===== src/rtl/input_conditioner_pkg.sv =====
// Shared helpers for the input conditioner: debounce counter sizing.
package input_conditioner_pkg;

    // Counter width for a terminal count of cycles-1, never narrower than 1 bit.
    function automatic int cnt_width(input int cycles);
        int w;
        w = $clog2(cycles);
        return (w < 1) ? 1 : w;
    endfunction

endpackage


===== src/rtl/input_conditioner_debounce_channel.sv =====
// One channel: stability-count debouncer followed by a registered-input edge detector.
module debounce_channel
    import input_conditioner_pkg::*;
#(
    parameter int   DEBOUNCE_CYCLES = 1,
    parameter logic RESET_BIT       = 1'b0
) (
    input  logic clk,
    input  logic rst,
    input  logic i_sync,
    output logic o_deb,
    output logic o_rise,
    output logic o_fall
);

    localparam int            CW   = cnt_width(DEBOUNCE_CYCLES);
    localparam logic [CW-1:0] TERM = CW'(DEBOUNCE_CYCLES - 1);

    logic          r_deb;
    logic          r_deb_d;
    logic [CW-1:0] r_cnt;

    // Any cycle of agreement restarts the count; the counter clears at its terminal value.
    always_ff @(posedge clk) begin
        if (rst) begin
            r_deb   <= RESET_BIT;
            r_deb_d <= RESET_BIT;
            r_cnt   <= '0;
        end else begin
            r_deb_d <= r_deb;
            if (i_sync == r_deb) begin
                r_cnt <= '0;
            end else if (r_cnt == TERM) begin
                r_deb <= i_sync;
                r_cnt <= '0;
            end else begin
                r_cnt <= r_cnt + 1'b1;
            end
        end
    end

    assign o_deb  = r_deb;
    assign o_rise = r_deb & ~r_deb_d;
    assign o_fall = ~r_deb & r_deb_d;

endmodule


===== src/rtl/input_conditioner.sv =====
// Multi-channel synchronizer + debouncer + edge detector for asynchronous pin inputs.
module input_conditioner
    import input_conditioner_pkg::*;
#(
    parameter int               WIDTH           = 1,
    parameter int               SYNC_STAGES     = 2,
    parameter int               DEBOUNCE_CYCLES = 1,
    parameter logic [WIDTH-1:0] RESET_VALUE     = '0
) (
    input  logic             clk,
    input  logic             rst,
    input  logic [WIDTH-1:0] async_in,
    output logic [WIDTH-1:0] sync_out,
    output logic [WIDTH-1:0] debounced_out,
    output logic [WIDTH-1:0] rise_pulse,
    output logic [WIDTH-1:0] fall_pulse
);

    if (SYNC_STAGES < 2) begin : g_bad_sync
        $error("input_conditioner: SYNC_STAGES must be >= 2");
    end
    if (DEBOUNCE_CYCLES < 1) begin : g_bad_deb
        $error("input_conditioner: DEBOUNCE_CYCLES must be >= 1");
    end

    logic [SYNC_STAGES-1:0][WIDTH-1:0] r_sync;

    always_ff @(posedge clk) begin
        if (rst) begin
            for (int i = 0; i < SYNC_STAGES; i++) begin
                r_sync[i] <= RESET_VALUE;
            end
        end else begin
            r_sync[0] <= async_in;
            for (int i = 1; i < SYNC_STAGES; i++) begin
                r_sync[i] <= r_sync[i-1];
            end
        end
    end

    assign sync_out = r_sync[SYNC_STAGES-1];

    for (genvar g = 0; g < WIDTH; g++) begin : g_chan
        debounce_channel #(
            .DEBOUNCE_CYCLES(DEBOUNCE_CYCLES),
            .RESET_BIT      (RESET_VALUE[g])
        ) u_chan (
            .clk   (clk),
            .rst   (rst),
            .i_sync(sync_out[g]),
            .o_deb (debounced_out[g]),
            .o_rise(rise_pulse[g]),
            .o_fall(fall_pulse[g])
        );
    end

endmodule

===== config.mk =====
export PLATFORM = sky130hd
export DESIGN_NAME = input_conditioner
export DESIGN_NICKNAME = d
export VERILOG_FILES = /design/src/rtl/input_conditioner_pkg.sv /design/src/rtl/input_conditioner_debounce_channel.sv /design/src/rtl/input_conditioner.sv
export SDC_FILE = /design/constraint.sdc
export NUM_CORES = 1
export LEC_CHECK = 0
export BUFFER_PORTS_ARGS = -buffer_cell sky130_fd_sc_hd__clkbuf_2
export CAP_MARGIN = 20
export CORE_AREA = 5 5 42 44
export DETAILED_ROUTE_END_ITERATION = 10
export DIE_AREA = 0 0 47 49
export GPL_ROUTABILITY_DRIVEN = 0
export PLACE_DENSITY = 0.3
export SYNTH_ARGS = -nofsm -noshare
export SYNTH_HDL_FRONTEND = slang
export SYNTH_HIERARCHICAL = 1
export SYNTH_SLANG_ARGS = --single-unit
export TNS_END_PERCENT = 1

===== constraint.sdc =====
create_clock -name clk -period 0.9 [get_ports clk]
set_input_delay 0.18 -clock clk [delete_from_list [all_inputs] [get_ports clk]]
set_output_delay 0.18 -clock clk [all_outputs]
set_load 0.02 [all_outputs]

Word level (Yosys, flattened, before mapping). Cells that the tools add are included.

Flip-flop bits (word level): 5. Input port bits: 3.

Bitwise logic cells: 6. Equality and inequality tests: 1. Add/subtract/negate cells: 1. Reduce and logical (&&, ||, !) cells: 2.

Operator list (number): inverter 1 bit (4); OR reduction 3 bit (1); bitwise AND 1 bit (2); AND reduction 2 bit (1); adder 1 bit (second input constant) (1); equality test 1 bit (1).

Logic depth before layout (Yosys ltp). Gate-level depths: netlist of the first run.

Depth in word-level cells: 3. Depth in mapped cells: 2. Gate-level depth less buffers: 2.

Hierarchy. The synthesis of the first run kept the hierarchy.

Modules (own cells, without submodules): debounce_channel (cells an instance 9, times used 1, seq. area each 60.1 µm², area an instance 96.3 µm²); input_conditioner (cells an instance 4, times used 1, seq. area each 40.0 µm², area an instance 52.6 µm²).

Worst setup path before layout of the first run. Ideal clock, no wire load.

Path type: register to output. Start: register g_chan[0].u_chan.r_deb. End: output rise_pulse. Stages on the path, launching flop included: 2. Path slack: -117 ps. Arrival time: 837 ps. Cells stage by stage: dfxtp_1 nor2b_1.

Cells in the longest elaborated chain, start to end: 1.

RTL lines: start, declared (RTL line input_conditioner_debounce_channel.sv:19) `logic r_deb;`; start signal, assigned (RTL line input_conditioner_debounce_channel.sv:34) `r_deb <= i_sync;`; bitwise AND 1 bit (RTL line input_conditioner_debounce_channel.sv:43) `assign o_rise = r_deb & ~r_deb_d;`; end, declared (RTL line input_conditioner.sv:15) `output logic [WIDTH-1:0] rise_pulse,`.

No other way between the ends.

Worst setup path after layout of the first run.
Start: register g_chan[0].u_chan.r_deb_d. End: output fall_pulse.

Cells in the longest elaborated chain, start to end: 1.

RTL lines: start, declared (RTL line input_conditioner_debounce_channel.sv:20) `logic r_deb_d;`; start signal, assigned (RTL line input_conditioner_debounce_channel.sv:30) `r_deb_d <= r_deb;`; bitwise AND 1 bit (RTL line input_conditioner_debounce_channel.sv:44) `assign o_fall = ~r_deb & r_deb_d;`; end, declared (RTL line input_conditioner.sv:16) `output logic [WIDTH-1:0] fall_pulse`.

No other way between the ends.

==> summary.txt, run 1 <==
status - complete, but fails checks
failing checks - setup timing
CP max FO - 2
drt drc - 0
CP startpoint kind - register
Tot Pwr - 0.526 mW
Setup Viol. Count Final - 3
Crit Path Class - register to output pin
pin count of the biggest net entering global routing - 5
Die Span Y - 49 um
Hold Crit Depth - 2
Synth cell types - 5
CTS tree - yes
final wirelength - 259 um
Final Net Count - 28
CTS Sinks - 5
Iteration-0 DRC Markers - 2
# rows - 14
via count of the routed design - 124
clock tree root driver cell - clkbuf_4
vias in the first global route - 126
Synth Cell Area - 149 um2
register area share after synthesis - 67.2%
Hold WS - 0.136 ns
final core occ - 19.2%
final-report hold violation count - 0
ant diodes - 0
Syn Nets - 16
global-route wire length before repair - 545 um
xor/xnor share of the synthesized area - 0%
PortBufs - 6
Routed Antenna Nets - 0
Post-synth ARST share - 0%
clk_lat worst skew - 0.24 ns
RSZ-0062 raised after global routing - yes
mux cell area share after synthesis - 6.72%
Final period util - 114%
via/cell ratio - 3.10
Commonest cells post-synth - 5 x dfxtp_1, 5 x nor2b_1, 1 x conb_1, 1 x mux2i_1, 1 x nor2_1
Ports - 7
fillers - 164
Yosys top cell by area - dfxtp_1
GRT Util Overall - 4.09%
Yosys Warn Count - 6
Worst Path Arrival - 0.85 ns
gr ovfl total - 0
max_cap viols - 0
Reg2Reg Depth - 3
PD cells - 1960 mW/mm2
Core ar. - 0.00140 mm2
die width - 47 um
top cell type's share of synthesized area - 67.2%
adder-cell share of the synthesized area - 0%
WL per Instance - 6.48 um
total of flip-flops plus latches after synthesis - 5
CTS H-tree depth - 1
CP endpoint kind - output pin
Post-synth top flop - dfxtp_1
synth-to-layout area growth - 80.7%
Reg clk slew, reported paths - 0.04 ns
Mapped Cells - 13
Compound-Gate Fraction of Synth Area - 0%
Avg Cell Area, Syn - 11.5 um2
maximum vdd drop - 0.000646 V
DRT Pass-1 Iters - 2
max-slew violations - 0
share of layout cells above drive strength 1 - 58.3%
Simple-Gate Fraction of Synth Area - 23.5%
antenna violations before repair - 0
die area - 0.00230 mm2
largest family of logic cells by synthesized area - simple AND/OR/NAND/NOR gates
Post-synth EDFFs - 0
f_max - 0.970 GHz
TritonCTS Buffers - 3
top post-synthesis cells by area - dfxtp_1 67%, nor2b_1 21%, mux2i_1 6.7%, conb_1 2.5%, nor2_1 2.5%
Clock Path Buffers - 2
Crit path required time - 0.72 ns
Final WS setup - -0.130 ns
Worst Skew - 0.00277 ns
starting density of the core - 10.6%
hold crit path type - primary input to register
post-layout min period - 1.03 ns
Leak Pwr - 0.121 nW
worst slack, placed - 0.0287 ns
[worst paths after layout]
kind                                                     startpoint                                  end  slack (ns)
worst min-delay path                                            rst  g_chan[0].u_chan/r_deb_d$_SDFF_PP0_        0.14
worst min register to register                 r_sync[0]$_SDFF_PP0_                  sync_out$_SDFF_PP0_        0.44
worst max register to register  g_chan[0].u_chan/o_deb$_SDFFE_PP0P_  g_chan[0].u_chan/o_deb$_SDFFE_PP0P_        0.16
worst max-delay path            g_chan[0].u_chan/r_deb_d$_SDFF_PP0_                           fall_pulse       -0.13
[through the flow]
stage	cells	setup TNS (ns)	area [um2]
after floorplan	13	-0.00386	156
after global placement	35	0	206
after detailed placement	35	0	206
after CTS	40	-0.363	267
after global routing	40	-0.492	269
final	40	-0.277	269
[worst max-delay path: stages (launching register included)]
cell,delay [ns]
dfxtp_2,0.34
nor2b_1,0.13
buf_4,0.15
[cell type report]
cell class	instances	area, um2	area share [%]
timing repair buffer	7	62.6	23.3
multi-input combinational	8	56.3	20.9
clock buffer	4	26.3	9.77
tap	16	20.0	7.44
sequential	5	104	38.6
[metal layers]
| layer | routed length, um | vias to the layer above | global-route usage (%) |
|---|---|---|---|
| met5 | 0 | - | 0 |
| met4 | 0 | 0 | 2.76 |
| met3 | 61 | 0 | 6.64 |
| met2 | 105 | 10 | 3.62 |
| met1 | 92 | 54 | 3.96 |
| li1 | - | 60 | - |
[state kept, by name (all words and copies together) (netlist names)]
signal / flops
g_chan.u_chan/r_cnt: 1
g_chan.u_chan/o_deb: 1
sync_out: 1
r_sync: 1
g_chan.u_chan/r_deb_d: 1
[kinds of logic (layout without fill, tap and decap cells)]
family	Yosys count	in the layout
buf+inv	0	11
flops	5	5
mux	1	1
other cells	1	1
simple gates	6	6
[cell usage in the layout, fill, tap and decap left out, drive strengths merged]
cell    netlist  final
clkbuf        0      7
nor2b         5      5
dfxtp         5      5
buf           0      4
mux2i         1      1
nor2          1      1
conb          1      1
[power breakdown]
part / internal (mW) / switching (mW) / total [mW]
sequential: 0.231 / 0.00448 / 0.236
clock: 0.168 / 0.0902 / 0.258
combinational: 0.0195 / 0.0131 / 0.0326
[repair_timing]
action | CTS | global route
gates cloned | 0 | 0
setup endpoints to repair | 4 | 4
gates resized for setup | 9 | 3
hold buffers | 0 | 0
buffers inserted | 1 | 0
Note: power is estimated with default switching activity, not from simulation.
==> inputs of run 2 (changes only) <==
Settings changed: ABC_AREA from default to 1, PLACE_DENSITY 0.3 to default.
==> run 2 against run 1 <==
Clock skew about the same. Largest power group unchanged. Global-route usage down 0.35 points. Area after synthesis up 10%. The run still ends with setup timing left. Cell count up 18%. Via count up 20%. Design area up 4.7%. Setup slack better by 0.0086 ns. First-iteration DRC count down 100%. Sequential share of layout area down 1.7 points. Clock-buffer cell count unchanged.
==> summary.txt, run 2 <==
Final WS setup - -0.122 ns (+0.00864 ns)
failing checks - setup timing
register area share after synthesis - 61.1% (-6.2 points)
Reg clk slew, reported paths - 0.04 ns (about the same)
Mapped Cells - 20 (+7)
Yosys Warn Count - 6 (unchanged)
Critical-path top delay cell - dfxtp_2
Reg-to-Reg End - g_chan[0].u_chan/o_deb$_SDFFE_PP0P_
Setup Viol. Count Final - 3 (unchanged)
CTS tree - yes
Flop pwr share - 43.7% (-1.1 points)
RSZ-0062 raised after global routing - yes
dpl cells - 42 (+20%)
f_max - 0.979 GHz (+0.85%)
maximum vdd drop - 0.000851 V (+32%)
CTS Hold Bufs - 0 (unchanged)
synth-to-layout area growth - 71.8%
Yosys top cell by area - dfxtp_1
Crit path required time - 0.72 ns (about the same)
CP endpoint kind - output pin
starting density of the core - 11.7% (+1.1 points)
Ports - 7 (unchanged)
count leader, synth - nor2_1
via/cell ratio - 3.17 (+2.3%)
Sw Ratio - 22.2% (+1.7 points)
antenna violations before repair - 0 (unchanged)
Clock Path Buffers - 2 (unchanged)
FF/Latch Area - 104 um2 (unchanged)
Post-synth ARST share - 0% (unchanged)
Detailed Place HPWL - 217 um
final std cells w/o fill - 47 (+18%)
CTS H-tree depth - 1 (unchanged)
GRT Util Overall - 3.74% (-0.35 points)
area of the multi-input gates - 50.0 um2 (-11%)
TritonCTS Buffers - 3 (unchanged)
# rows - 14 (unchanged)
Post-synth EDFFs - 0 (unchanged)
ant diodes - 0 (unchanged)
gr ovfl total - 0 (unchanged)
fillers - 167 (+1.8%)
Commonest cells post-synth - 6 x nor2_1, 5 x dfxtp_1, 4 x inv_1, 2 x nand2_2
CP cell instances - inv_2 -> nor2_2 -> clkbuf_8
Core ar. - 0.00140 mm2 (unchanged)
Reg2Reg Depth - 5 (+2)
Synth Cell Area - 164 um2 (+10%)
DRT Pass-1 Iters - 1 (-1)
CP max FO - 3 (+1)
worst slack, placed - 0.0991 ns (+0.0704 ns)
global-route wire length before repair - 524 um (-3.9%)
Crit Path Class - register to output pin
R2R Path Start - g_chan[0].u_chan/o_deb$_SDFFE_PP0P_
die width - 47 um (unchanged)
Worst Skew - 0.00234 ns (-0.000432 ns)
most frequent cells in the layout - 4 x nor2_1, 3 x inv_1, 3 x clkbuf_4, 3 x nor2_2, 3 x dfxtp_2
total of flip-flops plus latches after synthesis - 5 (unchanged)
commonest non-fill, non-tap cell in the layout - nor2_1
clk_lat worst skew - 0.24 ns (about the same)
logic gate share of total power - 10.6% (+4.4 points)
Tot Pwr - 0.554 mW (+5.2%)
end point of the critical path - rise_pulse
WL per Instance - 6.36 um (-1.7%)
final-report hold violation count - 0 (unchanged)
Avg Cell Area, Syn - 8.20 um2 (-28%)
CTS Sinks - 5 (unchanged)
Die Span Y - 49 um (unchanged)
final wirelength - 299 um (+15%)
drt drc - 0 (unchanged)
Leak Pwr - 0.138 nW (+14%)
top post-synthesis cells by area - dfxtp_1 61%, nor2_1 14%, inv_1 9.2%, nand2_2 7.6%, nor2_2 3.8%
max-slew violations - 0 (unchanged)
share of layout cells above drive strength 1 - 64.5% (+6.2 points)
post-layout min period - 1.02 ns (-0.00864 ns)
Routed Antenna Nets - 0 (unchanged)
Syn Nets - 23 (+7)
Setup crit start - g_chan[0].u_chan/o_deb$_SDFFE_PP0P_
slowest stage delay, CP - 0.34 ns (about the same)
Final Net Count - 35 (+25%)
Hold WS - 0.133 ns (-0.00305 ns)
P_sw - 0.123 mW (+14%)
max_cap viols - 0 (unchanged)
Post-synth top flop - dfxtp_1
hold crit path type - primary input to register
Power Internal - 0.431 mW (+2.9%)
top cell type's share of synthesized area - 61.1% (-6.2 points)
Final period util - 114% (-0.96 points)
vias in the first global route - 139 (+10%)
die area - 0.00230 mm2 (unchanged)
Worst Path Arrival - 0.84 ns (about the same)
PD cells - 1970 mW/mm2 (+0.51%)
clock share of power - 45.7% (-3.3 points)
pin count of the biggest net entering global routing - 5 (unchanged)
CP startpoint kind - register
status - complete, but fails checks
PortBufs - 6 (unchanged)
Iteration-0 DRC Markers - 0 (-2)
Synth cell types - 7 (+2)
via count of the routed design - 149 (+20%)
clock tree root driver cell - clkbuf_4
R2R Setup Slk - 0.18 ns (+0.02 ns)
final core occ - 20.1% (+0.89 points)
-- run 2: cell types whose count changed after synthesis --
cell     delta
nor2_1      +5
nor2b_1     -5
inv_1       +4
nand2_2     +2
inv_2       +1
mux2i_1     -1
nor2_2      +1
-- run 2: what timing repair did --
item,in CTS,in global routing
gates cloned,0,0
setup buffers,0,1
setup endpoints to repair,4,4
pin swaps,0,0
gates resized for setup,8,5
-- run 2: power by group through the flow --
| stage | clock network (mW) | registers, mW | logic, mW |
|---|---|---|---|
| after floorplan | 0 | 0.249 | 0.0235 |
| after global placement | 0 | 0.244 | 0.0442 |
| after detailed placement | 0 | 0.244 | 0.0453 |
| after CTS | 0.270 | 0.241 | 0.0530 |
| after global routing | 0.302 | 0.243 | 0.0652 |
| final | 0.253 | 0.242 | 0.0586 |
-- run 2: kinds of logic after synthesis --
family,count (synthesis),synth area share [%]
buf+inv,5,11.4
other cells,1,2.29
simple gates,9,25.2
flops,5,61.1
-- run 2: metal layers --
metal / vias up / share of wire (%) / global-route usage [%]
met5: - / 0 / 0
met4: 0 / 0 / 0
met3: 0 / 21 / 6.64
met2: 9 / 43 / 4.52
met1: 65 / 35 / 3.30
li1: 75 / - / -
-- run 2: final cells by class --
cell class | count | area share, %
clock buffer | 4 | 9.33
sequential | 5 | 36.9
inverter | 5 | 6.67
timing repair buffer | 7 | 22.2
multi-input combinational | 10 | 17.8
tap | 16 | 7.11
-- run 2: how the worst min path moves through the flow --
stage / cells past startpoint / slack [ns] / startpoint / to
6_report: 3 / 0.13 / async_in / r_sync[0]$_SDFF_PP0_
4_1_cts: 3 / 0.13 / async_in / r_sync[0]$_SDFF_PP0_
3_5_place_dp: 3 / 0.38 / async_in / r_sync[0]$_SDFF_PP0_
5_1_grt: 3 / 0.13 / async_in / r_sync[0]$_SDFF_PP0_
3_3_place_gp: 3 / 0.38 / async_in / r_sync[0]$_SDFF_PP0_
2_1_floorplan: 1 / 0.25 / rst / r_sync[0]$_SDFF_PP0_
-- run 2: critical path: cells and delay by family, from the launching register on --
| family | cells | cell delay, ns |
|---|---|---|
| AND/OR/NAND/NOR | 1 | 0.08 |
| buffers and inverters | 2 | 0.18 |
| flip-flops | 1 | 0.34 |
-- run 2: per-stage QoR --
stage	instance area [um2]	TNS, ns
after global routing	282	-0.387
after floorplan	168	0
final	282	-0.232
after detailed placement	218	0
after global placement	218	0
after CTS	267	-0.321
==> inputs of run 3 (changes only) <==
Settings changed: ABC_AREA 1 to default.
==> run 3 against run 2 <==
Global-route usage fell by 0.63 points. Die area stayed put. Largest power group unchanged. Maximum frequency down 0.86%. Register-to-register slack worse by 0.02 ns. Worst hold slack better by 0.011 ns. The flow still finishes with violations (setup timing).
==> summary.txt, run 3 (synthesized netlist as in run 1, its figures left out) <==
status - complete, but fails checks
failing checks - setup timing
RSZ-0062 raised after global routing - yes
via/cell ratio - 2.88 (-9.3%)
Leak Pwr - 0.122 nW (-12%)
antenna violations before repair - 0 (unchanged)
CP endpoint kind - output pin
pin count of the biggest net entering global routing - 5 (unchanged)
worst slack, placed - 0.0376 ns (-0.0615 ns)
final core occ - 19.1% (-0.98 points)
starting density of the core - 10.6% (-1.1 points)
Critical-path top delay cell - dfxtp_2
final wirelength - 264 um (-12%)
commonest non-fill, non-tap cell in the layout - nor2b_1
dpl cells - 35 (-17%)
hold crit path type - primary input to register
Routed Antenna Nets - 0 (unchanged)
Worst Skew - 0.00146 ns (-0.000879 ns)
DRT Pass-1 Iters - 2 (+1)
Detailed Place HPWL - 175 um (-20%)
final-report hold violation count - 0 (unchanged)
Reg clk slew, reported paths - 0.04 ns (about the same)
CP startpoint kind - register
final std cells w/o fill - 40 (-15%)
WP buf/inv - 1 (-1)
Final period util - 115% (+0.99 points)
slowest stage delay, CP - 0.34 ns (about the same)
Crit path required time - 0.72 ns (about the same)
die area - 0.00230 mm2 (unchanged)
PD cells - 1970 mW/mm2 (about the same)
synth-to-layout area growth - 79.8%
Iteration-0 DRC Markers - 2 (+2)
Setup Viol. Count Final - 3 (unchanged)
CTS Sinks - 5 (unchanged)
Worst Path Arrival - 0.85 ns (about the same)
CTS tree - yes
area of the multi-input gates - 56.3 um2 (+13%)
Final WS setup - -0.131 ns (-0.00889 ns)
CP cell instances - nor2b_1 -> buf_4
ant diodes - 0 (unchanged)
Crit Path Class - register to output pin
fillers - 169 (+1.2%)
vias in the first global route - 117 (-16%)
post-layout min period - 1.03 ns (+0.00889 ns)
FF/Latch Area - 104 um2 (unchanged)
global-route wire length before repair - 420 um (-20%)
drt drc - 0 (unchanged)
Ports - 7 (unchanged)
TritonCTS Buffers - 3 (unchanged)
Final Net Count - 28 (-20%)
WL per Instance - 6.60 um (+3.7%)
gr ovfl total - 0 (unchanged)
Core ar. - 0.00140 mm2 (unchanged)
f_max - 0.970 GHz (-0.86%)
PortBufs - 6 (unchanged)
Hold WS - 0.145 ns (+0.0114 ns)
crit-path leading delay family - flip-flops
CP max FO - 2 (-1)
CTS Hold Bufs - 0 (unchanged)
Die Span Y - 49 um (unchanged)
maximum vdd drop - 0.000872 V (+2.4%)
GRT Util Overall - 3.10% (-0.63 points)
# rows - 14 (unchanged)
die width - 47 um (unchanged)
Clock Path Buffers - 2 (unchanged)
clk_lat worst skew - 0.24 ns (about the same)
via count of the routed design - 115 (-23%)
clock tree root driver cell - clkbuf_4
CTS H-tree depth - 1 (unchanged)
max-slew violations - 0 (unchanged)
most frequent cells in the layout - 4 x nor2b_1, 3 x clkbuf_4, 3 x dfxtp_2, 3 x buf_4
share of layout cells above drive strength 1 - 58.3% (-6.2 points)
max_cap viols - 0 (unchanged)
## run 3: path summary, 6_finish.rpt
check | slack, ns | end | cells after the start | startpoint
min reg2reg | 0.43 | sync_out$_SDFF_PP0_ | 1 | r_sync[0]$_SDFF_PP0_
min | 0.14 | sync_out$_SDFF_PP0_ | 2 | rst
max | -0.13 | fall_pulse | 2 | g_chan[0].u_chan/r_deb_d$_SDFF_PP0_
max reg2reg | 0.16 | g_chan[0].u_chan/o_deb$_SDFFE_PP0P_ | 3 | g_chan[0].u_chan/o_deb$_SDFFE_PP0P_
## run 3: stage by stage
step | power [mW] | TNS (ns) | cell area (um2)
3_5_place_dp | 0.263 | 0 | 206
2_1_floorplan | 0.252 | -0.00386 | 156
3_3_place_gp | 0.263 | 0 | 206
4_1_cts | 0.537 | -0.340 | 267
6_report | 0.526 | -0.262 | 268
5_1_grt | 0.553 | -0.371 | 268
## run 3: layout make-up
| cell class | count | share of cell area [%] |
|---|---|---|
| flip-flops and latches | 5 | 38.8 |
| repair buffers | 7 | 22.9 |
| clock buffers | 4 | 9.81 |
| multi-input cells | 8 | 21.0 |
| well taps | 16 | 7.48 |
## run 3: power by group
| part | switching, mW | internal [mW] |
|---|---|---|
| Sequential | 0.00402 | 0.231 |
| Clock | 0.0909 | 0.168 |
| Combinational | 0.0134 | 0.0189 |
## run 3: repair_timing
action	CTS	global route
gates resized for setup	9	3
setup endpoints to repair	4	3
buffers inserted	1	0
endpoints found under the hold margin	0	0
## run 3: per-layer routing
layer / vias to the layer above / share of wire (%) / track usage, %
met3: 0 / 20 / 5.90
met5: - / 0 / 0
met4: 0 / 0 / 1.38
met2: 8 / 39 / 3.62
met1: 48 / 40 / 1.99
li1: 59 / - / -
## run 3: worst register-to-register path: stages (launching register included)
cell and delay, ns:
dfxtp_2 0.33, buf_4 0.13, mux2i_1 0.12, nor2_1 0.05
